$ cat src/rtl/aes_round_sequencer.sv
// AES-128 round sequencer: steps one block through a shared req/ack ALU and reports the ciphertext.
// Define AES_SEQ_TIMEOUT_EN to add the stalled-ALU watchdog that drives error_o.
module aes_round_sequencer #(
  parameter int unsigned ROUNDS = 10
) (
  input  logic         clk_i,
  input  logic         reset_i,
  input  logic         start_i,
  input  logic [127:0] plaintext_i,
  input  logic [127:0] round_key_i,
  output logic [3:0]   key_idx_o,
  output logic         alu_req_o,
  output logic [3:0]   alu_op_o,
  output logic [127:0] alu_state_o,
  output logic [127:0] alu_key_o,
  input  logic         alu_ack_i,
  input  logic [127:0] alu_result_i,
  output logic         busy_o,
  output logic         done_o,
  output logic [127:0] ciphertext_o,
  output logic         error_o
);

  localparam logic [2:0] StIdle  = 3'd0;
  localparam logic [2:0] StInit  = 3'd1;
  localparam logic [2:0] StSub   = 3'd2;
  localparam logic [2:0] StShift = 3'd3;
  localparam logic [2:0] StMix   = 3'd4;
  localparam logic [2:0] StArk   = 3'd5;
  localparam logic [2:0] StDone  = 3'd6;

  localparam logic [3:0] OpSub   = 4'b0001;
  localparam logic [3:0] OpShift = 4'b0010;
  localparam logic [3:0] OpMix   = 4'b0100;
  localparam logic [3:0] OpArk   = 4'b1000;

  localparam logic [3:0] LastRound = 4'(ROUNDS);

  logic [2:0]   state_q, state_d;
  logic [3:0]   key_idx_q, key_idx_d;
  logic [127:0] data_q, data_d;
  logic [127:0] ct_q, ct_d;
  logic         alu_req;
  logic         abort;

  always_comb begin
    alu_req  = 1'b0;
    alu_op_o = 4'b0000;
    case (state_q)
      StInit:  begin alu_req = 1'b1; alu_op_o = OpArk;   end
      StSub:   begin alu_req = 1'b1; alu_op_o = OpSub;   end
      StShift: begin alu_req = 1'b1; alu_op_o = OpShift; end
      StMix:   begin alu_req = 1'b1; alu_op_o = OpMix;   end
      StArk:   begin alu_req = 1'b1; alu_op_o = OpArk;   end
      default: begin alu_req = 1'b0; alu_op_o = 4'b0000; end
    endcase
  end

  always_comb begin
    state_d   = state_q;
    key_idx_d = key_idx_q;
    data_d    = data_q;
    ct_d      = ct_q;
    // Every accepted result replaces the state; only IDLE loads from elsewhere.
    if (alu_req && alu_ack_i) begin
      data_d = alu_result_i;
    end
    case (state_q)
      StIdle: begin
        if (start_i) begin
          state_d   = StInit;
          data_d    = plaintext_i;
          key_idx_d = 4'd0;
        end
      end
      StInit: begin
        if (alu_ack_i) begin
          state_d   = StSub;
          key_idx_d = 4'd1;
        end
      end
      StSub: begin
        if (alu_ack_i) state_d = StShift;
      end
      StShift: begin
        if (alu_ack_i) state_d = (key_idx_q == LastRound) ? StArk : StMix;
      end
      StMix: begin
        if (alu_ack_i) state_d = StArk;
      end
      StArk: begin
        if (alu_ack_i) begin
          if (key_idx_q == LastRound) begin
            state_d = StDone;
            ct_d    = alu_result_i;
          end else begin
            state_d   = StSub;
            key_idx_d = key_idx_q + 4'd1;
          end
        end
      end
      StDone:  state_d = StIdle;
      default: state_d = StIdle;
    endcase
    if (abort) begin
      state_d = StIdle;
    end
  end

  always_ff @(posedge clk_i) begin
    if (reset_i) begin
      state_q   <= StIdle;
      key_idx_q <= 4'd0;
      data_q    <= '0;
      ct_q      <= '0;
    end else begin
      state_q   <= state_d;
      key_idx_q <= key_idx_d;
      data_q    <= data_d;
      ct_q      <= ct_d;
    end
  end

`ifdef AES_SEQ_TIMEOUT_EN
  logic [4:0] wd_q, wd_d;
  logic       err_q, err_d;

  // Counter stays at zero outside a stalled request, so each new phase starts clean.
  assign abort = alu_req && !alu_ack_i && (wd_q == 5'd15);

  always_comb begin
    wd_d  = (alu_req && !alu_ack_i) ? wd_q + 5'd1 : 5'd0;
    err_d = err_q;
    if (abort) begin
      err_d = 1'b1;
    end else if (state_q == StIdle && start_i) begin
      err_d = 1'b0;
    end
  end

  always_ff @(posedge clk_i) begin
    if (reset_i) begin
      wd_q  <= 5'd0;
      err_q <= 1'b0;
    end else begin
      wd_q  <= wd_d;
      err_q <= err_d;
    end
  end

  assign error_o = err_q;
`else
  assign abort   = 1'b0;
  assign error_o = 1'b0;
`endif

  assign key_idx_o    = key_idx_q;
  assign alu_req_o    = alu_req;
  assign alu_state_o  = data_q;
  assign alu_key_o    = (alu_op_o == OpArk) ? round_key_i : '0;
  assign busy_o       = (state_q != StIdle);
  assign done_o       = (state_q == StDone);
  assign ciphertext_o = ct_q;

endmodule

$ cat config.mk
export PLATFORM = sky130hd
export DESIGN_NAME = aes_round_sequencer
export DESIGN_NICKNAME = d
export VERILOG_FILES = /design/src/rtl/aes_round_sequencer.sv
export SDC_FILE = /design/constraint.sdc
export NUM_CORES = 1
export LEC_CHECK = 0
export BUFFER_PORTS_ARGS = -buffer_cell sky130_fd_sc_hd__buf_4
export CAP_MARGIN = 20
export CELL_PAD_IN_SITES_DETAIL_PLACEMENT = 0
export CELL_PAD_IN_SITES_GLOBAL_PLACEMENT = 2
export CORE_AREA = 3 3 302 304
export CTS_BUF_LIST = sky130_fd_sc_hd__clkbuf_2
export DETAILED_ROUTE_END_ITERATION = 10
export DIE_AREA = 0 0 305 307
export GPL_ROUTABILITY_DRIVEN = 0
export PLACE_DENSITY_LB_ADDON = 0.1
export RECOVER_POWER = 100
export SKIP_CTS_REPAIR_TIMING = 1
export SLEW_MARGIN = 20
export SYNTH_ARGS = -nofsm -noshare
export SYNTH_HDL_FRONTEND = slang
export SYNTH_SLANG_ARGS = --single-unit
$ cat constraint.sdc
create_clock -name clk_i -period 2 [get_ports clk_i]
set_input_delay 0.1 -clock clk_i [delete_from_list [all_inputs] [get_ports clk_i]]
set_output_delay 0.1 -clock clk_i [all_outputs]
set_load 0.02 [all_outputs]
==> reports/qor_table.md <==
| Quantity | Value | Unit |
|:---|:---|:---|
| Status | complete, but fails checks | - |
| Violations in the final reports | negative setup slack | - |
| Buffers added on ports | 782 | - |
| Number of pins exceeding their max-slew limit in the final report | 0 | - |
| Fin cells | 4,091 | - |
| Y dimension of the die | 307 | um |
| Aggregate global routing overflow | 0 | - |
| Proportion of register bits with asynchronous set or reset after synthesis | 0 | % |
| Internal reg-to-reg setup slack | 0.02 | ns |
| Clock transition at the register clock pins on the worst setup and hold paths after CTS | 0.10 | ns |
| Root buffer cell | sky130_fd_sc_hd__clkbuf_2 | - |
| DRC errors left | 0 | - |
| Count of pins on the block boundary | 784 | - |
| Number of hold violations in the final report | 0 | - |
| Synth Warn # | 0 | - |
| Syn Inst Count | 1,521 | - |
| Number of nets with antenna violations after detailed routing | 0 | - |
| Delay of the slowest critical-path stage | 0.38 | ns |
| CTS tree | built | - |
| Series of cell instances along the critical path | buf_8 -> nor2b_4 -> buf_12 -> clkbuf_16 -> and2_1 -> buf_6 | - |
| Buf/Inv on CP | 4 | - |
| Core Region | 88,500 | um2 |
| Highest attainable clock frequency | 0.409 | GHz |
| Sequential fraction of the synthesis area | 41.6 | % |
| EDFF count, synth | 0 | - |
| Setup WS post-layout | -0.447 | ns |
| Insertion delay of the later-clocked pin in the worst-skew pair | 1.06 | ns |
| Number of buffers on the longest clock path | 3 | - |
| Syn_nets | 1,911 | - |
| Wire length of the first global-routing pass | 121,000 | um |
| Horizontal die dimension | 305 | um |
| Wirelength, routed | 93,500 | um |
| MaxCap Viol Count | 0 | - |
| FP Rows | 109 | - |
| Worst VDD drop | 0.267 | mV |
| P per Cell Area | 595 | nW/um2 |
| Number of global-route vias before repair | 16,024 | - |
| Relative slew slack | 45.5 | % |
| Most used flip-flop cell after synthesis | sky130_fd_sc_hd__dfxtp_1 | - |
| Placed wire-length estimate after detailed placement | 66,400 | um |
| Antenna violations before repair | 19 | - |
| Via count | 17,361 | - |
| Die area | 93,600 | um2 |
| Top Family by Delay on Critical Path | buffers and inverters | - |
| Maximum fanout count along the critical path | 14 | - |
| Type of origin of the critical path | flip-flop | - |
| Static leakage | 11.5 | nW |
| H-tree Lvls | 3 | - |
| Arrival time of data at the critical path endpoint | 2.35 | ns |
| Detail-routed net length per standard cell | 22.8 | um |
| Area of the multi-input gates | 6910 | um2 |
| Routed via count divided by cell count | 4.24 | - |
| Filler cells | 9,624 | - |
| Slew @ Worst Pin | 0.817 | ns |
| Unrepaired setup endpoints after global routing | yes | - |
| Type of the worst setup path | flip-flop to primary output | - |
| Unique cell type count in the Yosys netlist | 42 | - |
| Total of flip-flops plus latches after synthesis | 263 | - |
| Final Cycle Share | 122 | % |
| Syn-to-layout area delta | 118 | % |
| Aggregate negative setup slack | -52.76 | ns |
| Overall global routing resource usage | 17.7 | % |
| Final critical path time including I/O delays and setup | 2.45 | ns |
| Maximum number of pins on one net before global-route repair | 79 | - |
| Starting density of the core | 14.3 | % |
| Number of nets at the end of the flow | 3,241 | - |
| Critical Path Sink Type | primary output | - |
| Total number of clock tree sinks | 263 | - |
| First-pass DRT Iterations | 5 | - |
| Number of DRC markers after the initial detailed-route iteration | 821 | - |
| Fraction of layout cells with a size suffix above 1 | 43.3 | % |
| Summed instance area of the synthesized netlist | 12,600 | um2 |
| Slowest library cell on the worst path | sky130_fd_sc_hd__dfxtp_4 | - |
| Area occupied by registers | 5280 | um2 |
| Clock Skews | 0.115 | ns |
| Worst min-delay path category | primary input to flip-flop | - |
| Final setup violation count | 134 | - |
| Number of placed instances with taps included | 3,366 | - |
| Required @ worst endpoint | 1.90 | ns |
| Average cell area after synthesis | 8.31 | um2 |
| Total CTS buffers | 88 | - |
-- flip-flops by register name (all words and copies together), names as in the netlist --
signal,cells
alu_state_o,128
ciphertext_o,128
key_idx_o,4
state_q,3
-- cells in the mapped netlist, types with 3 or more instances --
cell type	count	share of area, %
sky130_fd_sc_hd__mux2i_1	3	0.24
sky130_fd_sc_hd__nor2_1	259	7.7
sky130_fd_sc_hd__a21oi_1	132	5.2
sky130_fd_sc_hd__buf_4	12	0.71
sky130_fd_sc_hd__buf_1	14	0.42
sky130_fd_sc_hd__a2111oi_2	120	14
sky130_fd_sc_hd__nor3_1	128	5.1
sky130_fd_sc_hd__a2111oi_0	8	0.55
sky130_fd_sc_hd__buf_2	40	1.6
sky130_fd_sc_hd__nor2b_1	4	0.20
sky130_fd_sc_hd__o21ai_0	129	5.1
sky130_fd_sc_hd__dfxtp_1	263	42
sky130_fd_sc_hd__clkbuf_1	108	3.2
sky130_fd_sc_hd__nand3_1	135	5.3
sky130_fd_sc_hd__nand2_1	3	0.089
sky130_fd_sc_hd__and2_0	3	0.15
sky130_fd_sc_hd__and2_1	127	6.3
-- cell usage in the layout, fill, tap and decap left out, drive strengths merged, types with 2 or more instances in the layout --
cell type,Yosys,final
buf,68,879
nand2,3,3
inv,2,3
mux2i,3,3
nand4b,2,2
nor3b,2,2
nor2,259,259
clkinv,0,14
dfxtp,263,263
nor3,129,129
a21oi,132,132
nand3,135,135
a2111oi,128,128
o21ai,131,131
dlygate4sd3,0,529
clkbuf,110,140
nand3b,2,2
and2,130,130
nor2b,4,4
ha,2,2
diode,0,18
nand2b,2,2
-- worst min-delay path, stage by stage --
cell	delay, ns
sky130_fd_sc_hd__dlygate4sd3_1	0.55
sky130_fd_sc_hd__buf_4	0.11
sky130_fd_sc_hd__nor3_1	0.05
sky130_fd_sc_hd__a2111oi_2	0.25
-- per-layer routing --
metal / global-route usage (%) / share of wire (%) / routed length, um
met1: 17.2 / 35 / 32300
met5: 0 / 0 / 0
met3: 6.47 / 7.7 / 7160
met4: 7.37 / 3.7 / 3420
met2: 33.7 / 54 / 50600
-- worst paths after layout --
check                                 startpoint               end  cells after the start
worst max-delay path                  state_q[1]     alu_key_o[59]                      6
worst min register to register  ciphertext_o[37]  ciphertext_o[37]                      2
worst min-delay path            alu_result_i[10]   alu_state_o[10]                      4
worst max register to register        state_q[1]  ciphertext_o[45]                      6
-- power by group --
part	internal [W]	switching [W]	leakage, nW	total [W]
clock	0.00185	0.00279	0.588	0.00465
combinational	0.00303	0.00294	8.78	0.00597
sequential	0.00559	0.000207	2.15	0.00579
-- logic make-up after synthesis --
family | Yosys count | share of synthesized area [%]
AND/OR/NAND/NOR | 672 | 25.8
AO/OA/AOI/OAI | 399 | 25.8
flip-flops | 263 | 41.6
buffers and inverters | 180 | 6.27
multiplexers | 4 | 0.327
adder cells (fa/ha/maj) | 2 | 0.198
other | 1 | 0.0297
-- stage by stage --
stage               setup WS [ns]  hold slack [ns]  cell area (um2)  utilization [%]  power, W
global placement           0.0594            0.379            20200             22.8    0.0105
global route               -0.667         -0.00889            27600             31.2    0.0174
finish                     -0.447           0.0844            27600             31.2    0.0164
floorplan                   0.241            0.248            12600                -   0.00818
detailed placement        0.00427            0.381            20200             22.8    0.0105
CTS                         -1.00           -0.988            21000             23.7    0.0154
-- area by class of cell --
cell class,instances,share of cell area [%]
Tap cell,1165,5.28
Clock buffer,130,2.36
Timing Repair Buffer,1418,47.6
Multi-Input combinational cell,1078,25.0
Sequential cell,263,19.1
Inverter,2,0.0363
Antenna cell,18,0.163
Clock inverter,17,0.395
No activity file was read; power rests on OpenSTA's default activity.
